**src/rtl/alu_regfile.sv**
```systemverilog
// ---------------------------------------------------------------------------
// alu_regfile
//   Operand register file feeding the alu a/b inputs, with a per-register
//   busy scoreboard for results still in flight from multi-cycle producers.
//   r0 has no storage: it always reads as zero and is never busy.
//
// Ports
//   clk        system clock, all state updates on the rising edge
//   rst        synchronous active-high reset (clears data and busy bits)
//   ra1/ra2    read addresses (port 1 -> alu a, port 2 -> alu b)
//   rd1/rd2    combinational read data, with same-cycle write bypass
//   rd1_busy   ra1 has a pending write not resolved this cycle
//   rd2_busy   ra2 has a pending write not resolved this cycle
//   we/wa/wd   synchronous write port
//   set_busy   mark busy_addr as pending (multi-cycle op issued)
//   busy_addr  register to mark busy
//   any_busy   OR of all registered busy bits
// ---------------------------------------------------------------------------
module alu_regfile #(
    parameter int N    = 16,
    parameter int NREG = 8,
    parameter int AW   = 3
) (
    input  logic          clk,
    input  logic          rst,
    input  logic [AW-1:0] ra1,
    input  logic [AW-1:0] ra2,
    output logic [N-1:0]  rd1,
    output logic [N-1:0]  rd2,
    output logic          rd1_busy,
    output logic          rd2_busy,
    input  logic          we,
    input  logic [AW-1:0] wa,
    input  logic [N-1:0]  wd,
    input  logic          set_busy,
    input  logic [AW-1:0] busy_addr,
    output logic          any_busy
);

    // Storage exists only for r1..r(NREG-1).
    logic [N-1:0]      regs [1:NREG-1];
    logic [NREG-1:1]   busy;

    // Bypassed read: the writeback in progress this cycle is visible at once.
    function automatic logic [N-1:0] read_data(input logic [AW-1:0] ra,
                                               input logic [N-1:0]  stored);
        logic [N-1:0] v;
        v = '0;
        if (ra != '0) begin
            if (we && (wa == ra)) v = wd;
            else                  v = stored;
        end
        return v;
    endfunction

    // A writeback landing this cycle resolves the hazard, since the bypass
    // supplies the data.
    function automatic logic read_busy(input logic [AW-1:0] ra,
                                       input logic          stored);
        return (ra != '0) && stored && !(we && (wa == ra));
    endfunction

    always_ff @(posedge clk) begin
        if (rst) begin
            for (int i = 1; i < NREG; i++) regs[i] <= '0;
            busy <= '0;
        end else begin
            if (we && (wa != '0)) regs[wa] <= wd;
            for (int i = 1; i < NREG; i++) begin
                // Set takes priority over clear: a newly issued producer
                // supersedes the writeback of the previous one.
                if (set_busy && (busy_addr == AW'(i)))
                    busy[i] <= 1'b1;
                else if (we && (wa == AW'(i)))
                    busy[i] <= 1'b0;
            end
        end
    end

    logic [N-1:0] st1, st2;
    logic         sb1, sb2;

    // Index guards keep the r0 (no storage) address out of the arrays.
    always_comb begin
        st1 = '0;
        st2 = '0;
        sb1 = 1'b0;
        sb2 = 1'b0;
        if (ra1 != '0) begin
            st1 = regs[ra1];
            sb1 = busy[ra1];
        end
        if (ra2 != '0) begin
            st2 = regs[ra2];
            sb2 = busy[ra2];
        end
    end

    assign rd1      = read_data(ra1, st1);
    assign rd2      = read_data(ra2, st2);
    assign rd1_busy = read_busy(ra1, sb1);
    assign rd2_busy = read_busy(ra2, sb2);
    assign any_busy = |busy;

endmodule

```
**config.mk**
```make
export PLATFORM = sky130hd
export DESIGN_NAME = alu_regfile
export DESIGN_NICKNAME = d
export VERILOG_FILES = /design/src/rtl/alu_regfile.sv
export SDC_FILE = /design/constraint.sdc
export NUM_CORES = 1
export LEC_CHECK = 0
export BUFFER_PORTS_ARGS = -buffer_cell sky130_fd_sc_hd__buf_2
export CELL_PAD_IN_SITES_DETAIL_PLACEMENT = 1
export CELL_PAD_IN_SITES_GLOBAL_PLACEMENT = 2
export CORE_AREA = 2 2 144 146
export DETAILED_ROUTE_END_ITERATION = 10
export DIE_AREA = 0 0 146 148
export HOLD_SLACK_MARGIN = 0.08
export PLACE_DENSITY_LB_ADDON = 0.1
export SETUP_SLACK_MARGIN = 0.2
export SLEW_MARGIN = 20
export SYNTH_ARGS = -nofsm -noshare
export SYNTH_HDL_FRONTEND = slang
export SYNTH_SLANG_ARGS = --single-unit
```
**constraint.sdc**
```tcl
create_clock -name clk -period 2.21 [get_ports clk]
set_clock_uncertainty 0.05 [all_clocks]
set_input_delay 0.221 -clock clk [delete_from_list [all_inputs] [get_ports clk]]
set_output_delay 0.221 -clock clk [all_outputs]
set_load 0.03 [all_outputs]
```
# --- Word level (Yosys, flattened, before mapping) ---
# Memory sizes are Yosys's and may differ from the RTL's.
# Cells that the tools add are included.
op_classes:
  n_lt_le_gt_ge: 2
  eq_ne: 16
  muxes: 32
  reduce_logical: 35
ops:
  columns: ["cell", "n"]
  rows:
  - ["2-to-1 mux 16 bit", 5]
  - ["equality test 3 bit (second input constant)", 8]
  - ["2-to-1 mux 1 bit", 24]
  - ["logical AND 1 bit", 21]
  - ["OR reduction 16 bit", 1]
  - ["nonzero test 2 bit", 7]
  - ["equality test 3 x 2 -> 1 bit (second input constant)", 4]
  - ["nonzero test 3 bit", 3]
  - ["less-than comparator 3 x 4 -> 1 bit (second input constant)", 2]
  - ["OR reduction 7 bit", 1]
  - ["binary-select mux 1 bit (select 3 bit)", 2]
  - ["equality test 3 x 1 -> 1 bit (second input constant)", 2]
  - ["equality test 3 bit", 2]
  - ["2-to-1 mux 3 bit", 1]
  - ["logical NOT 1 bit", 2]
word_totals:
  ff_bits: 7
  ram_bits: 112
  in_bits: 32
  output_inout_bits: 35
  word_cells: 93
  mem_count: 1
mem_list:
  columns: ["memory", "depth", "width", "read_ports", "rd_clocked_by_memory_dff", "wr", "line", "rtl"]
  rows:
  - ["regs", 7, 16, 2, 0, 7, "41", "logic [N-1:0] regs [1:NREG-1];"]

# --- Depth between registers and ports, before layout ---
depth:
  word_depth: 7
  mapped_depth: 7
  mapped_depth_nobuf: 4

# --- Least setup slack after synthesis ---
# OpenSTA, ideal clock, no wires.
synth_path:
  path_kind: "in2reg"
  startpoint: "input wa[0]"
  endpoint: "memory regs[2][0], enable pin"
  setup_time_ns: 0.414
  arrival_time_ns: 1.797
  t_required_ns: 1.746
  path_slack_ns: -0.050
  cell_stages: 3
  path_buffers: 1
  path_cell_list: "buf_2 nand2b_1 o21ai_0"
synth_lines:
  columns: ["item", "line", "rtl"]
  rows:
  - ["start: declaration", "33", "input logic [AW-1:0] wa,"]
  - ["end: declaration", "41", null]

==> results_dict.tcl <==
set metrics [dict create \
    post_drt_wl_per_cell_um 25.5 \
    drv.max_cap_violation_count 0 \
    tritoncts "done" \
    worstSetupEndpointType "primary output" \
    yosys_register_bits 135 \
    synthesis.yosys.warnings 0 \
    cts.path.max_buffers 2 \
    drt.antenna.violating_nets 0 \
    cts_htree_levels 4 \
    maxSlewHeadroom_pct 50.9 \
    drv_slew 0 \
    mostFrequentLayoutCells "sky130_fd_sc_hd__edfxtp_1, sky130_fd_sc_hd__and2_1, sky130_fd_sc_hd__buf_4, sky130_fd_sc_hd__mux2i_1, sky130_fd_sc_hd__nor2_1" \
    grt_first_pass_wirelength_um 38200 \
    detail_route.vias_per_cell 5.55 \
    grt_remaining_overflow 0 \
    layout-drive-gt1-share_pct 35.5 \
    hold_class "in -> reg" \
    finalSetupViolCount 0 \
    worst-setup-path-type "reg -> out" \
    run_status "completed" \
    worst_pin_slew_ps 732 \
    period_minus_slack_ps 2200 \
    grt_use_total_pct 24.4 \
    postSynth.topFlopCell "sky130_fd_sc_hd__edfxtp_1" \
    report.power.total_mw 7.41 \
    clock.fmax_mhz 455 \
    area_growth_pct 30.3 \
    startpoint_type "flop" \
    pin_count 67 \
    dieArea_um2 21600 \
    hold_slack_ps 92.8 \
    dr_total_vias 5534 \
    worst_skew_late_latency_ps 420 \
    power.ir.vdd_worst_v 0.000561 \
    synth_edf_count 128 \
    postSynthAreaPerCell_um2 12.6 \
    final_core_util_pct 48.7 \
    multi_input_comb_area_um2 3740 \
    final.period_utilization_pct 99.5 \
    cts_inserted_buffers 17 \
    die_height_um 148 \
    rows 52 \
    nNetsFinal 747 \
    yosys-top-cells-area "sky130_fd_sc_hd__edfxtp_1, sky130_fd_sc_hd__mux4_2, sky130_fd_sc_hd__and2_1, sky130_fd_sc_hd__mux2i_1, sky130_fd_sc_hd__a211oi_1" \
    syn-cell-area_um2 7480 \
    r2r.worst_path.cells 2 \
    ff_latch_area_um2 3980 \
    synth_async_sr_flop_share_pct 0 \
    min_delay_path_depth 1 \
    route.final.wire_length_um 25400 \
    most_common_library_cell_in_the_layout_ignoring_fill_and_taps "sky130_fd_sc_hd__edfxtp_1" \
    postCtsSetupRepairBufs 0 \
    antenna_found_initial 0 \
    crit_required_ps 1940 \
    gp_routability_congestion 0.815 \
    yosysSeqAreaShare_pct 53.2 \
    final-hold-violation-count 0 \
    starting_density_pct 37.4 \
    crit_path_arrival_time_ps 1930 \
    clk_pin_slew_ps 60 \
    rsz_0062_raised_after_global_routing "true" \
    yosysTopAreaCell "sky130_fd_sc_hd__edfxtp_1" \
    die_w_um 146 \
    largest_net_degree_at_the_start_of_global_routing 35 \
    cts_sinks 135 \
    coreArea_um2 20000 \
    clock-root-buffer "sky130_fd_sc_hd__clkbuf_16" \
    fill_cells 2109 \
    detailedRoute.firstIterationViolations 342 \
    leakagePower_nw 3.71 \
    p_per_area_nw_per_um2 760 \
    cp_max_fo 2 \
    first_pass_detailed_route_iteration_total 4 \
    ff2ff_setup_slack_ps 1440 \
    diodes 0 \
    port-buffer-count 66 \
    number_of_instances_in_the_synthesized_netlist 594 \
    detailedPlace.worstSlack_ps 34.8 \
    setup_ws_ps 11.9 \
    post-synth-top-area-fraction_pct 51.4 \
    drc_errors 0 \
    number_of_global_route_vias_before_repair 5975 \
    detailed_place_hpwl_um 17400 \
    netlist-cell-type-count 34 \
]
[final timing paths]
kind                end        from
min reg2reg     busy[6]     busy[6]
max              rd1[4]  regs[7][4]
max reg2reg     busy[5]     busy[5]
min          regs[0][6]       wd[6]
[through the flow]
| step | cells | TNS, ps | instance area (µm²) |
|---|---|---|---|
| 2_1_floorplan | 609 | 0 | 7660 |
| 3_3_place_gp | 957 | 0 | 8710 |
| 3_5_place_dp | 957 | 0 | 8710 |
| 4_1_cts | 997 | 0 | 9700 |
| 5_1_grt | 997 | -59.7 | 9750 |
| 6_report | 997 | 0 | 9750 |
[registers in the layout, indices dropped and copies added (netlist names)]
| register | flops |
|---|---|
| busy | 7 |
| regs | 128 |
[worst max-delay path, stage by stage, from the launching register on]
cell and delay, ps:
sky130_fd_sc_hd__edfxtp_1 390, sky130_fd_sc_hd__mux4_2 500, sky130_fd_sc_hd__a211oi_2 270, sky130_fd_sc_hd__buf_4 160
sky130_fd_sc_hd__nor3_2 30, sky130_fd_sc_hd__buf_4 160
[area by class of cell]
type                            count  area share (%)
Inverter                            9           0.346
Clock inverter                      9            1.30
Clock buffer                       22            4.55
Tap cell                          270            3.46
Sequential cell                   135            40.9
Timing Repair Buffer              133            11.2
Multi-Input combinational cell    419            38.3
[kinds of logic after synthesis]
| family | share of synthesized area (%) |
|---|---|
| compound gates | 7.26 |
| other cells | 0.0501 |
| mux | 19.1 |
| buf+inv | 3.38 |
| flops | 53.2 |
| simple gates | 16.3 |
| xor+xnor | 0.702 |
[cell usage after synthesis, types with 14 or more instances]
| cell type | count |
|---|---|
| sky130_fd_sc_hd__a211oi_1 | 30 |
| sky130_fd_sc_hd__and2_1 | 112 |
| sky130_fd_sc_hd__buf_2 | 22 |
| sky130_fd_sc_hd__clkbuf_1 | 19 |
| sky130_fd_sc_hd__edfxtp_1 | 128 |
| sky130_fd_sc_hd__mux2i_1 | 62 |
| sky130_fd_sc_hd__mux4_2 | 36 |
| sky130_fd_sc_hd__nor2_1 | 37 |
| sky130_fd_sc_hd__nor3_1 | 38 |
| sky130_fd_sc_hd__o21ai_0 | 14 |
| sky130_fd_sc_hd__o22ai_1 | 32 |
[layer usage]
metal  track usage (%)  vias to the layer above  wire length, µm
li1                  -                     2474                -
met1              33.4                     2922            11500
met2              40.8                      114            12600
met3              3.36                       24              849
met4              7.23                        0              383
met5                 0                        -                0
[report_power, final]
| group | switching (mW) | total [mW] | internal (mW) |
|---|---|---|---|
| Sequential | 0.0949 | 3.07 | 2.98 |
| Clock | 1.08 | 2.85 | 1.76 |
| Combinational | 0.872 | 1.49 | 0.616 |
[repair_timing]
action | 4_1_cts | 5_1_grt
pin swaps | 57 | 1
hold buffers | 9 | 0
endpoints found under the hold margin | 10 | 0
setup endpoints to repair | 32 | 32
resized for setup | 79 | 10
No activity file was read; power rests on OpenSTA's default activity.
